### src/rtl/alu_rr_sequencer_if.sv
// Request/response handshake bundle between two clients and the ALU sequencer.
// ALU_RR_SEQUENCER_FLAGS_EN adds the registered zero/negative response flags.
interface alu_rr_sequencer_if #(parameter int WIDTH = 32);
  logic [1:0]         req_valid;
  logic [1:0]         req_ready;
  logic [3:0]         req_op;
  logic [1:0]         req_sub;
  logic [2*WIDTH-1:0] req_a;
  logic [2*WIDTH-1:0] req_b;
  logic               rsp_valid;
  logic               rsp_ready;
  logic               rsp_id;
  logic [WIDTH-1:0]   rsp_data;
`ifdef ALU_RR_SEQUENCER_FLAGS_EN
  logic               rsp_zero;
  logic               rsp_neg;

  modport master (
    output req_valid, req_op, req_sub, req_a, req_b, rsp_ready,
    input  req_ready, rsp_valid, rsp_id, rsp_data, rsp_zero, rsp_neg
  );
  modport slave (
    input  req_valid, req_op, req_sub, req_a, req_b, rsp_ready,
    output req_ready, rsp_valid, rsp_id, rsp_data, rsp_zero, rsp_neg
  );
`else
  modport master (
    output req_valid, req_op, req_sub, req_a, req_b, rsp_ready,
    input  req_ready, rsp_valid, rsp_id, rsp_data
  );
  modport slave (
    input  req_valid, req_op, req_sub, req_a, req_b, rsp_ready,
    output req_ready, rsp_valid, rsp_id, rsp_data
  );
`endif
endinterface

### src/rtl/alu_rr_sequencer.sv
// Round-robin sequencer sharing one combinational ALU between two requesters.
// Optional ALU_RR_SEQUENCER_FLAGS_EN adds registered rsp_zero/rsp_neg flags.
module alu_rr_sequencer #(
  parameter int WIDTH = 32
) (
  input  logic              clk,
  input  logic              rst_n,
  alu_rr_sequencer_if.slave bus,
  output logic [WIDTH-1:0]  alu_a,
  output logic [WIDTH-1:0]  alu_b,
  output logic [1:0]        alu_op,
  output logic              alu_sub,
  input  logic [WIDTH-1:0]  alu_out
);

  typedef enum logic [1:0] {
    IDLE = 2'd0,
    EXEC = 2'd1,
    RESP = 2'd2
  } state_t;

  state_t           state;
  logic             rr_ptr;
  logic             rsp_valid_q;
  logic             rsp_id_q;
  logic [WIDTH-1:0] rsp_data_q;

  logic             any_req;
  logic             grant;
  logic [1:0]       g_op;
  logic             g_sub;
  logic [WIDTH-1:0] g_a;
  logic [WIDTH-1:0] g_b;

  // The rr_ptr requester wins when valid; otherwise a lone requester is served.
  always_comb begin
    any_req = |bus.req_valid;
    grant   = bus.req_valid[rr_ptr] ? rr_ptr : ~rr_ptr;
    g_op    = grant ? bus.req_op[3:2]            : bus.req_op[1:0];
    g_sub   = grant ? bus.req_sub[1]             : bus.req_sub[0];
    g_a     = grant ? bus.req_a[2*WIDTH-1:WIDTH] : bus.req_a[WIDTH-1:0];
    g_b     = grant ? bus.req_b[2*WIDTH-1:WIDTH] : bus.req_b[WIDTH-1:0];
  end

  // rst_n gates the accept so nothing is offered while reset is held.
  assign bus.req_ready = (rst_n && state == IDLE && any_req) ?
                         (grant ? 2'b10 : 2'b01) : 2'b00;

  assign bus.rsp_valid = rsp_valid_q;
  assign bus.rsp_id    = rsp_id_q;
  assign bus.rsp_data  = rsp_data_q;

`ifdef ALU_RR_SEQUENCER_FLAGS_EN
  logic rsp_zero_q;
  logic rsp_neg_q;

  assign bus.rsp_zero = rsp_zero_q;
  assign bus.rsp_neg  = rsp_neg_q;

  always_ff @(posedge clk or negedge rst_n) begin
    if (!rst_n) begin
      rsp_zero_q <= 1'b0;
      rsp_neg_q  <= 1'b0;
    end else if (state == EXEC) begin
      rsp_zero_q <= (alu_out == '0);
      rsp_neg_q  <= alu_out[WIDTH-1];
    end
  end
`endif

  always_ff @(posedge clk or negedge rst_n) begin
    if (!rst_n) begin
      state       <= IDLE;
      rr_ptr      <= 1'b0;
      alu_a       <= '0;
      alu_b       <= '0;
      alu_op      <= 2'b00;
      alu_sub     <= 1'b0;
      rsp_valid_q <= 1'b0;
      rsp_id_q    <= 1'b0;
      rsp_data_q  <= '0;
    end else begin
      case (state)
        IDLE: begin
          if (any_req) begin
            alu_a    <= g_a;
            alu_b    <= g_b;
            alu_op   <= g_op;
            alu_sub  <= g_sub;
            rsp_id_q <= grant;
            rr_ptr   <= ~grant;
            state    <= EXEC;
          end
        end
        // ALU inputs have been stable for a full cycle; capture its result.
        EXEC: begin
          rsp_data_q  <= alu_out;
          rsp_valid_q <= 1'b1;
          state       <= RESP;
        end
        RESP: begin
          if (bus.rsp_ready) begin
            rsp_valid_q <= 1'b0;
            state       <= IDLE;
          end
        end
        default: state <= IDLE;
      endcase
    end
  end

endmodule

### src/flat_wrapper.sv
// flat-port wrapper written by rule: the top's interface ports become plain ports
module alu_rr_sequencer_flat 
#(
  parameter int WIDTH = 32
)
  (clk, rst_n, alu_a, alu_b, alu_op, alu_sub, alu_out, bus_req_valid, bus_req_op, bus_req_sub, bus_req_a, bus_req_b, bus_rsp_ready, bus_req_ready, bus_rsp_valid, bus_rsp_id, bus_rsp_data);
  alu_rr_sequencer_if #(.WIDTH(WIDTH)) bus_i ();
  input  logic clk;
  input  logic rst_n;
  output logic [WIDTH-1:0] alu_a;
  output logic [WIDTH-1:0] alu_b;
  output logic [1:0] alu_op;
  output logic alu_sub;
  input  logic [WIDTH-1:0] alu_out;
  input wire logic [$bits(bus_i.req_valid)-1:0] bus_req_valid;
  input wire logic [$bits(bus_i.req_op)-1:0] bus_req_op;
  input wire logic [$bits(bus_i.req_sub)-1:0] bus_req_sub;
  input wire logic [$bits(bus_i.req_a)-1:0] bus_req_a;
  input wire logic [$bits(bus_i.req_b)-1:0] bus_req_b;
  input wire logic [$bits(bus_i.rsp_ready)-1:0] bus_rsp_ready;
  output wire logic [$bits(bus_i.req_ready)-1:0] bus_req_ready;
  output wire logic [$bits(bus_i.rsp_valid)-1:0] bus_rsp_valid;
  output wire logic [$bits(bus_i.rsp_id)-1:0] bus_rsp_id;
  output wire logic [$bits(bus_i.rsp_data)-1:0] bus_rsp_data;
  assign bus_i.req_valid = bus_req_valid;
  assign bus_i.req_op = bus_req_op;
  assign bus_i.req_sub = bus_req_sub;
  assign bus_i.req_a = bus_req_a;
  assign bus_i.req_b = bus_req_b;
  assign bus_i.rsp_ready = bus_rsp_ready;
  assign bus_req_ready = bus_i.req_ready;
  assign bus_rsp_valid = bus_i.rsp_valid;
  assign bus_rsp_id = bus_i.rsp_id;
  assign bus_rsp_data = bus_i.rsp_data;
  alu_rr_sequencer #(.WIDTH(WIDTH)) u_core (.clk(clk), .rst_n(rst_n), .bus(bus_i), .alu_a(alu_a), .alu_b(alu_b), .alu_op(alu_op), .alu_sub(alu_sub), .alu_out(alu_out));
endmodule
### config.mk
export PLATFORM = sky130hd
export DESIGN_NAME = alu_rr_sequencer_flat
export DESIGN_NICKNAME = d
export VERILOG_FILES = /design/src/rtl/alu_rr_sequencer_if.sv /design/src/rtl/alu_rr_sequencer.sv /design/src/flat_wrapper.sv
export SDC_FILE = /design/constraint.sdc
export NUM_CORES = 1
export LEC_CHECK = 0
export BUFFER_PORTS_ARGS = -buffer_cell sky130_fd_sc_hd__buf_2
export CAP_MARGIN = 20
export CELL_PAD_IN_SITES_DETAIL_PLACEMENT = 1
export CELL_PAD_IN_SITES_GLOBAL_PLACEMENT = 1
export CORE_MARGIN = 2
export CORE_UTILIZATION = 35
export DETAILED_ROUTE_END_ITERATION = 10
export PLACE_DENSITY = 0.95
export SETUP_SLACK_MARGIN = 0.5
export SLEW_MARGIN = 20
export SYNTH_ARGS = -nofsm -noshare
export SYNTH_HDL_FRONTEND = slang
export SYNTH_SLANG_ARGS = --single-unit
### constraint.sdc
create_clock -name clk -period 5.05 [get_ports clk]
set_clock_uncertainty 0.1 [all_clocks]
set_input_delay 1.01 -clock clk [delete_from_list [all_inputs] [get_ports clk]]
set_output_delay 1.01 -clock clk [all_outputs]
set_load 0.01 [all_outputs]
# After elaboration in Yosys (flattened, before gate mapping)
# Index checks and enable logic that the tools add are counted.
dict set report totals {
  out_inout_bits 103
  in_bits 171
  regBits 104
}
dict set report op_classes {
  order_cmp 1
  eq_ne 4
  bitwise_logic 2
  mux 14
  n_reduce_logical 8
}
# cell n
set op_table {}
lappend op_table {{$mux 32} 2}
lappend op_table {{$mux 2} 5}
lappend op_table {{$pmux 2 s3} 1}
lappend op_table {{$reduce_and 2->1} 3}
lappend op_table {{$mux 1} 5}
lappend op_table {{$eq 2x1->1 const B} 1}
lappend op_table {{$eq 2x2->1 const B} 1}
lappend op_table {{$logic_and 1x1->1} 2}
lappend op_table {{$logic_not 2->1} 1}
lappend op_table {{$lt 1x2->1 const B} 1}
lappend op_table {{$ne 2x1->1 const B} 1}
lappend op_table {{$ne 2x2->1 const B} 1}
lappend op_table {{$not 1->1} 2}
lappend op_table {{$pmux 1 s2} 1}
lappend op_table {{$reduce_bool 2->1} 1}
lappend op_table {{$reduce_or 2->1} 1}

# Depth between registers and ports, before layout
# Gate-level depths: netlist of run 1.
dict set report depth {
  word_depth 5
  mapped_depth 6
  mapped_depth_nobuf 3
}

# Worst setup path before layout of run 1
# Ideal clock, no wire load.
dict set report synth_timing {
  path_kind {input port to output port}
  startpoint {in bus_req_valid[0]}
  endpoint {out bus_req_ready[1]}
  t_arrival_ps 1861
  path_stages 6
  setup_slack_ps 2079
  path_cell_list {nand2b_1 and3_1 buf_2 buf_2 buf_2 and2_1}
}
dict set report synth_via {
  elab_chain_cells 5
  word_cells_on_any_way 7
  classes_between {mux: 5; reduce/logical: 2}
}
# element line_no
set synth_rtl {}
lappend synth_rtl {{from (decl)} flat_wrapper.sv:15} ;# input wire logic [$bits(bus_i.req_valid)-1:0] bus_req_valid;
lappend synth_rtl {{$mux 1 (not written as such) (2 in series)} alu_rr_sequencer.sv:38} ;# grant = bus.req_valid[rr_ptr] ? rr_ptr : ~rr_ptr;
lappend synth_rtl {{$mux 1} alu_rr_sequencer.sv:38}
lappend synth_rtl {{$mux 2} alu_rr_sequencer.sv:47} ;# (grant ? 2'b10 : 2'b01) : 2'b00;
lappend synth_rtl {{$mux 2 *} alu_rr_sequencer.sv:46} ;# assign bus.req_ready = (rst_n && state == IDLE && any_req) ?
lappend synth_rtl {{to (decl)} flat_wrapper.sv:21} ;# output wire logic [$bits(bus_i.req_ready)-1:0] bus_req_ready;
# Every way passes the cells marked *; elsewhere a longest branch is shown, timed or not. The select of a mux whose other input is x is not followed.

# Worst setup path after layout of run 1
dict set report layout_timing {
  startpoint {in rst_n}
  endpoint {out bus_req_ready[1]}
}
dict set report layout_via {
  elab_chain_cells 3
}
# element line_no
set layout_rtl {}
lappend layout_rtl {{from (decl)} flat_wrapper.sv:9} ;# input logic rst_n;
lappend layout_rtl {{$logic_and 1x1->1 (2 in series)} alu_rr_sequencer.sv:46}
lappend layout_rtl {{$mux 2} alu_rr_sequencer.sv:46}
# No other way between the ends.

==> run metrics, run 1 <==
Crit. End Element=output port; top post-synthesis cells by area=dfrtp_1 (59%), a221o_1 (15%), o21a_1 (11%); logic gate share of total power=between 40% and 50%; Antenna Cells=0; Post-Syn Nets=around 500; M1 WL=5810 um; mux contribution to synthesized area=8.14%; WL per Instance=18.8 um; number of routed nets with antenna violations=0; Total Routed Length=roughly 14000 um; Final nets=750; Startpoint Class=input pin; Post-CTS Hold Fix Bufs=0; Hold Crit Class=flop to flop; die area=13600 sq um; Psw=1490 uW; layout cell share with drive strength beyond 1=57.0%; met3 WL=1110 um; PortBufs=273; HPWL Detailed=10500 um; Max Clk Rate=339 MHz; Clk pwr share=18.8%; ys async rst share=100%; CTS clk-pin slew, worst paths=approximately 0.080 ns; PwrDens=660 nW/um^2; critical path's largest stage delay=approximately 0.48 ns; CTS tree=built; drt drc=0; Yosys top cell by area=dfrtp_1; minimum clock period=2.95 ns; via count=3901; Yosys warning total=0; critical path type=input pin to output port; top cells by count, synth=dfrtp_1 (104), a221o_1 (67), o21a_1 (67); clock buffer depth=2; outcome=completed; Post-CTS Resized=0; top-count cell post-synth=dfrtp_1; Setup Fix Bufs, Post-CTS=0; Synth Area in Compound Gates=27.4%; Pre-Repair DR Iteration Count=4; Synth Area in Simple Gates=1.53%; WP buf/inv=2; worst slew pin tran=a little under 0.8 ns; global-route wire length before repair=20800 um; Crit path arrival time=1.84 ns; leakage power=0.00312 uW; P_int=2610 uW; area of the multi-input gates=between 1500 and 2000 sq um; CTS root buffer=clkbuf_16; crit path max fanout=49; total power=4110 uW; Via density=5.16; Clock Latency Late Sink=0.34 ns; period utilisation layout=58.4%; Post-Synthesis Cell Area=4430 sq um; Sequential Power Share=between 30% and 40%; Setup WS pre-CTS=2.05 ns; top cell type's share of synthesized area=58.8%; largest family of logic cells by synthesized area=compound AO/OA/AOI/OAI gates; Post-Synth Adder-Cell Area=0%; core area=12500 sq um; CP max-delay cell=buf_4; CP required=3.94 ns; delay-heaviest family, CP=buffers and inverters; Sw Share=36.3%; chip width=116 um; Fillers=1396; io pins=274; register bit total from synthesis=104; uppermost layer routed=met4; CTS Sinks=104; sequential fraction of the synthesis area=58.8%; crit path cell chain=buf_4 -> and2_1 -> buf_2; Rows=41; TNS Setup=0 ns; Pins Over Slew Limit=0; All-Layer GR Usage=about a fifth; Starting Density=35.5%; syn_area_per_cell=13.7 sq um; Main synth FF type=dfrtp_1; Post-synth EDFFs=0; final setup margin=2.10 ns; post-layout util=49.9%; antenna violations before repair=0; pin count of the biggest net entering global routing=69; number of global-route vias before repair=4074; Yosys cell types=21; Met2 Wirelength=7050 um; Synth Area in XOR/XNOR=0%; FF/Latch Area=2600 sq um; H-tree depth=3; Max VDD drop=0.238 mV; final setup vio count=0; 1st-iter DRT viols=around 230; die height=116 um; RSZ-0062 raised after global routing=false; Final Hold Fails=0; GRT overflow=0; Mapped Cells=324; MaxCap Viol Count=0; area grow syn2layout=40.4%; Num CTS Buffers=9; GP Congestion=0.820; Max-slew headroom=47.3%
==> routing by layer <==
layer,GRT usage [%],up-vias
met5,0,-
met4,6.03,0
met3,5.35,16
met2,34.9,194
met1,24.2,1916
li1,-,1775
==> worst paths after layout <==
path	start	endpoint	slack, ns	cells after the start
max in group asynchronous	rst_n	u_core.bus.rsp_data[5]	3.08	2
min	u_core.bus.rsp_data[31]	u_core.bus.rsp_data[31]	0.41	1
min reg2reg	u_core.bus.rsp_data[31]	u_core.bus.rsp_data[31]	0.41	1
max	rst_n	bus_req_ready[1]	2.10	3
max reg2reg	u_core.state[1]	u_core.alu_a[31]	2.92	4
min in group asynchronous	rst_n	u_core.alu_a[27]	0.58	1
==> through the flow <==
stage | hold slack, ns | area (sq um) | cells
floorplan | 0.368 | 4430 | 324
global placement | 0.384 | 5880 | 740
detailed placement | 0.390 | 5880 | 740
CTS | 0.406 | 6220 | 756
global route | 0.429 | 6220 | 756
finish | 0.407 | 6220 | 756
==> worst register-to-register path, delay by kind of cell, from the launching register on <==
family | cells | cell delay (ns)
compound gates | 2 | 0.52
buf+inv | 1 | 0.39
flops | 1 | 0.42
simple gates | 1 | 0.59
==> placed cells by master (no fill, tap or decap) <==
cell type  synthesis  final
o21a_1            67     67
mux2_2            32     32
dfrtp_1          104    104
buf_4              0      7
a221o_1           67     67
clkbuf_16          0      9
bufinv_16          0      2
inv_6              0      2
and2_1             2      2
nand2_1            1      1
buf_2             10    272
nor2_4             0      1
a21o_1             1      1
or2_2              0      1
inv_8              0      2
and3_2             0      2
a21oi_1            1      1
clkinv_4           0      1
o21ai_0            1      1
nand2b_1           1      1
nor2_1             5      4
inv_1              1      1
and2b_1            1      1
o21ba_2            2      2
==> power groups by stage <==
stage,sequential (uW),clock [uW],combinational [uW]
5_1_grt,1540,835,2010
2_1_floorplan,1660,0,987
3_5_place_dp,1500,0,1870
6_report,1490,773,1850
3_3_place_gp,1470,0,1780
4_1_cts,1490,796,1870
==> flip-flops by register name (all words and copies together) (netlist names) <==
| name | flops |
|---|---|
| u_core.alu_a | 32 |
| u_core.alu_b | 32 |
| u_core.alu_op | 2 |
| u_core.alu_sub | 1 |
| u_core.bus.rsp_data | 32 |
| u_core.bus.rsp_id | 1 |
| u_core.bus.rsp_valid | 1 |
| u_core.rr_ptr | 1 |
| u_core.state | 2 |
==> layout make-up <==
| type | instances | share of cell area [%] |
|---|---|---|
| inverter | 1 | 0.0604 |
| tap | 172 | 3.46 |
| clock buffer | 9 | 3.62 |
| sequential | 104 | 41.9 |
| multi-input combinational | 184 | 26.5 |
| timing repair buffer | 279 | 22.7 |
| clock inverter | 7 | 1.75 |
==> kinds of logic after synthesis <==
group                  Yosys count
AO/OA/AOI/OAI                  139
buffers and inverters           36
flip-flops                     104
multiplexers                    32
AND/OR/NAND/NOR                 13
No activity file was read; power rests on OpenSTA's default activity.
==> inputs of run 2 (changes only) <==
CORE_UTILIZATION = 29   (was 35)
PLACE_DENSITY = 0.87   (was 0.95)
clock period = 2.6 ns   (was 5.05 ns; I/O delays follow)
==> run metrics, run 2 (synthesized netlist as in run 1, its figures left out) <==
RSZ-0062 raised after global routing=true (was false); TNS Setup=0 ns (unchanged); Crit. End Element=output port (unchanged); CTS root buffer=clkbuf_16 (unchanged); flop-to-flop setup slack=0.73 ns (was 2.92 ns); CTS tree=built (unchanged); die height=128 um (was 116 um); Final Hold Fails=0 (unchanged); GRT overflow=0 (unchanged); Fillers=1699 (was 1396); core area=15000 sq um (was 12500 sq um); CP max-delay cell=dfrtp_1 (was buf_4); Antenna Cells=0 (unchanged); clock buffer depth=2 (unchanged); global-route wire length before repair=22900 um (was 20800 um); via count=3926 (was 3901); leakage power=0.00314 uW (was 0.00312 uW); Pins Over Slew Limit=0 (unchanged); most frequent cells in the layout=buf_2 (272), dfrtp_1 (104), o21a_1 (67), a221o_1 (67), mux2_2 (32) (unchanged); number of global-route vias before repair=4308 (was 4074); crit path to=bus_req_ready[1] (unchanged); outcome=completed (unchanged); Rows=45 (was 41); Starting Density=29.5% (was 35.5%); Hold Crit Class=input pin to asynchronous set/reset pin (was flop to flop); Pre-Repair DR Iteration Count=4 (unchanged); final setup vio count=0 (unchanged); Clock Latency Late Sink=0.34 ns (about the same); worst r2r src=u_core.state[1] (unchanged); CTS clk-pin slew, worst paths=0.07 ns (was 0.08 ns); crit path cell chain=nor2_2 -> and3_2 -> and2_1 -> buf_2 (was buf_4 -> and2_1 -> buf_2); io pins=274 (unchanged); PortBufs=273 (unchanged); worst slew pin tran=0.655 ns (was 0.790 ns); Crit path arrival time=1.42 ns (was 1.84 ns); Reg2Reg Capture Point=u_core.alu_a[0] (was u_core.alu_a[31]); PwrDens=1250 nW/um^2 (was 660 nW/um^2); drt drc=0 (unchanged); critical path type=flop to output port (was input pin to output port); 1st-iter DRT viols=110 (was 226); commonest non-fill, non-tap cell in the layout=buf_2 (unchanged); period utilisation layout=78.4%; Crit. Startpoint=u_core.state[1] (was rst_n); crit path max fanout=5 (was 49); WL per Instance=18.9 um (was 18.8 um); H-tree depth=3 (unchanged); GP Congestion=0.770 (was 0.820); Via density=5.07 (was 5.16); Total Routed Length=14600 um (was 14200 um); Max Clk Rate=491 MHz; area grow syn2layout=42.1% (was 40.4%); critical path's largest stage delay=0.43 ns (was 0.48 ns); Num CTS Buffers=9 (unchanged); Worst R2R Path Depth=5 (was 4); All-Layer GR Usage=18.0% (was 20.0%); number of routed nets with antenna violations=0 (unchanged); layout cell share with drive strength beyond 1=57.2% (was 57.0%); delay-heaviest family, CP=simple AND/OR/NAND/NOR gates (was buffers and inverters); Max VDD drop=0.400 mV (was 0.238 mV); die area=16300 sq um (was 13600 sq um); Startpoint Class=flop (was input pin); Levels on crit path=4 (was 3); pin count of the biggest net entering global routing=101 (was 69); MaxCap Viol Count=0 (unchanged); post-layout util=41.8% (was 49.9%); CP required=1.98 ns (was 3.94 ns); Max-slew headroom=56.2% (was 47.3%); CTS Sinks=104 (unchanged); WP buf/inv=1 (was 2); chip width=128 um (was 116 um); HPWL Detailed=10900 um (was 10500 um); minimum clock period=2.04 ns; Final nets=754 (was 750); antenna violations before repair=0 (unchanged)
[run 2: per-layer routing]
layer | GRT usage (%) | vias up | part of all wire, %
met2 | 31.7 | 197 | 50
met5 | 0 | - | 0
met1 | 21.2 | 1926 | 40
met3 | 4.40 | 23 | 7.7
met4 | 7.24 | 0 | 2.4
li1 | - | 1780 | -
[run 2: where the power goes]
group	switching, uW	internal, uW	leakage, uW
clock network	588	768	0.000145
logic	1800	1850	0.00174
registers	456	2430	0.00126
total	2840	5050	0.00314
[run 2: metrics by stage]
stage	cells	power, uW	setup WS, ns	hold WS, ns	instance area, sq um
6_report	775	7890	0.562	0.194	6290
3_3_place_gp	757	6380	0.564	0.262	5960
4_1_cts	775	8000	0.493	0.223	6290
2_1_floorplan	324	5140	0.609	0.124	4430
5_1_grt	775	8450	0.457	0.243	6290
3_5_place_dp	757	6590	0.487	0.263	5960
[run 2: worst min path at each step]
stage,start,to,slack (ns),depth (start not counted)
CTS,rst_n,u_core.alu_a[28],0.22,2
detailed placement,rst_n,u_core.alu_a[1],0.26,1
global route,rst_n,u_core.bus.rsp_id,0.24,2
finish,rst_n,u_core.alu_a[28],0.19,2
global placement,rst_n,u_core.alu_a[1],0.26,1
floorplan,rst_n,u_core.alu_a[0],0.12,0
[run 2: what timing repair did]
| item | CTS | global route |
|---|---|---|
| endpoints found under the hold margin | 4 | 0 |
| setup endpoints to repair | 1 | 34 |
| hold buffers | 1 | 0 |
| pin swaps | 1 | 0 |
| resized for setup | 1 | 2 |
| buffers inserted | 2 | 0 |
[run 2: area by class of cell]
class	instances	area, sq um	share of cell area [%]
Sequential cell	104	2600	41.4
Tap cell	188	235	3.74
Timing Repair Buffer	283	1500	23.8
Clock inverter	5	56.3	0.895
Multi-Input combinational cell	184	1660	26.4
Inverter	1	3.75	0.0597
Clock buffer	10	239	3.80
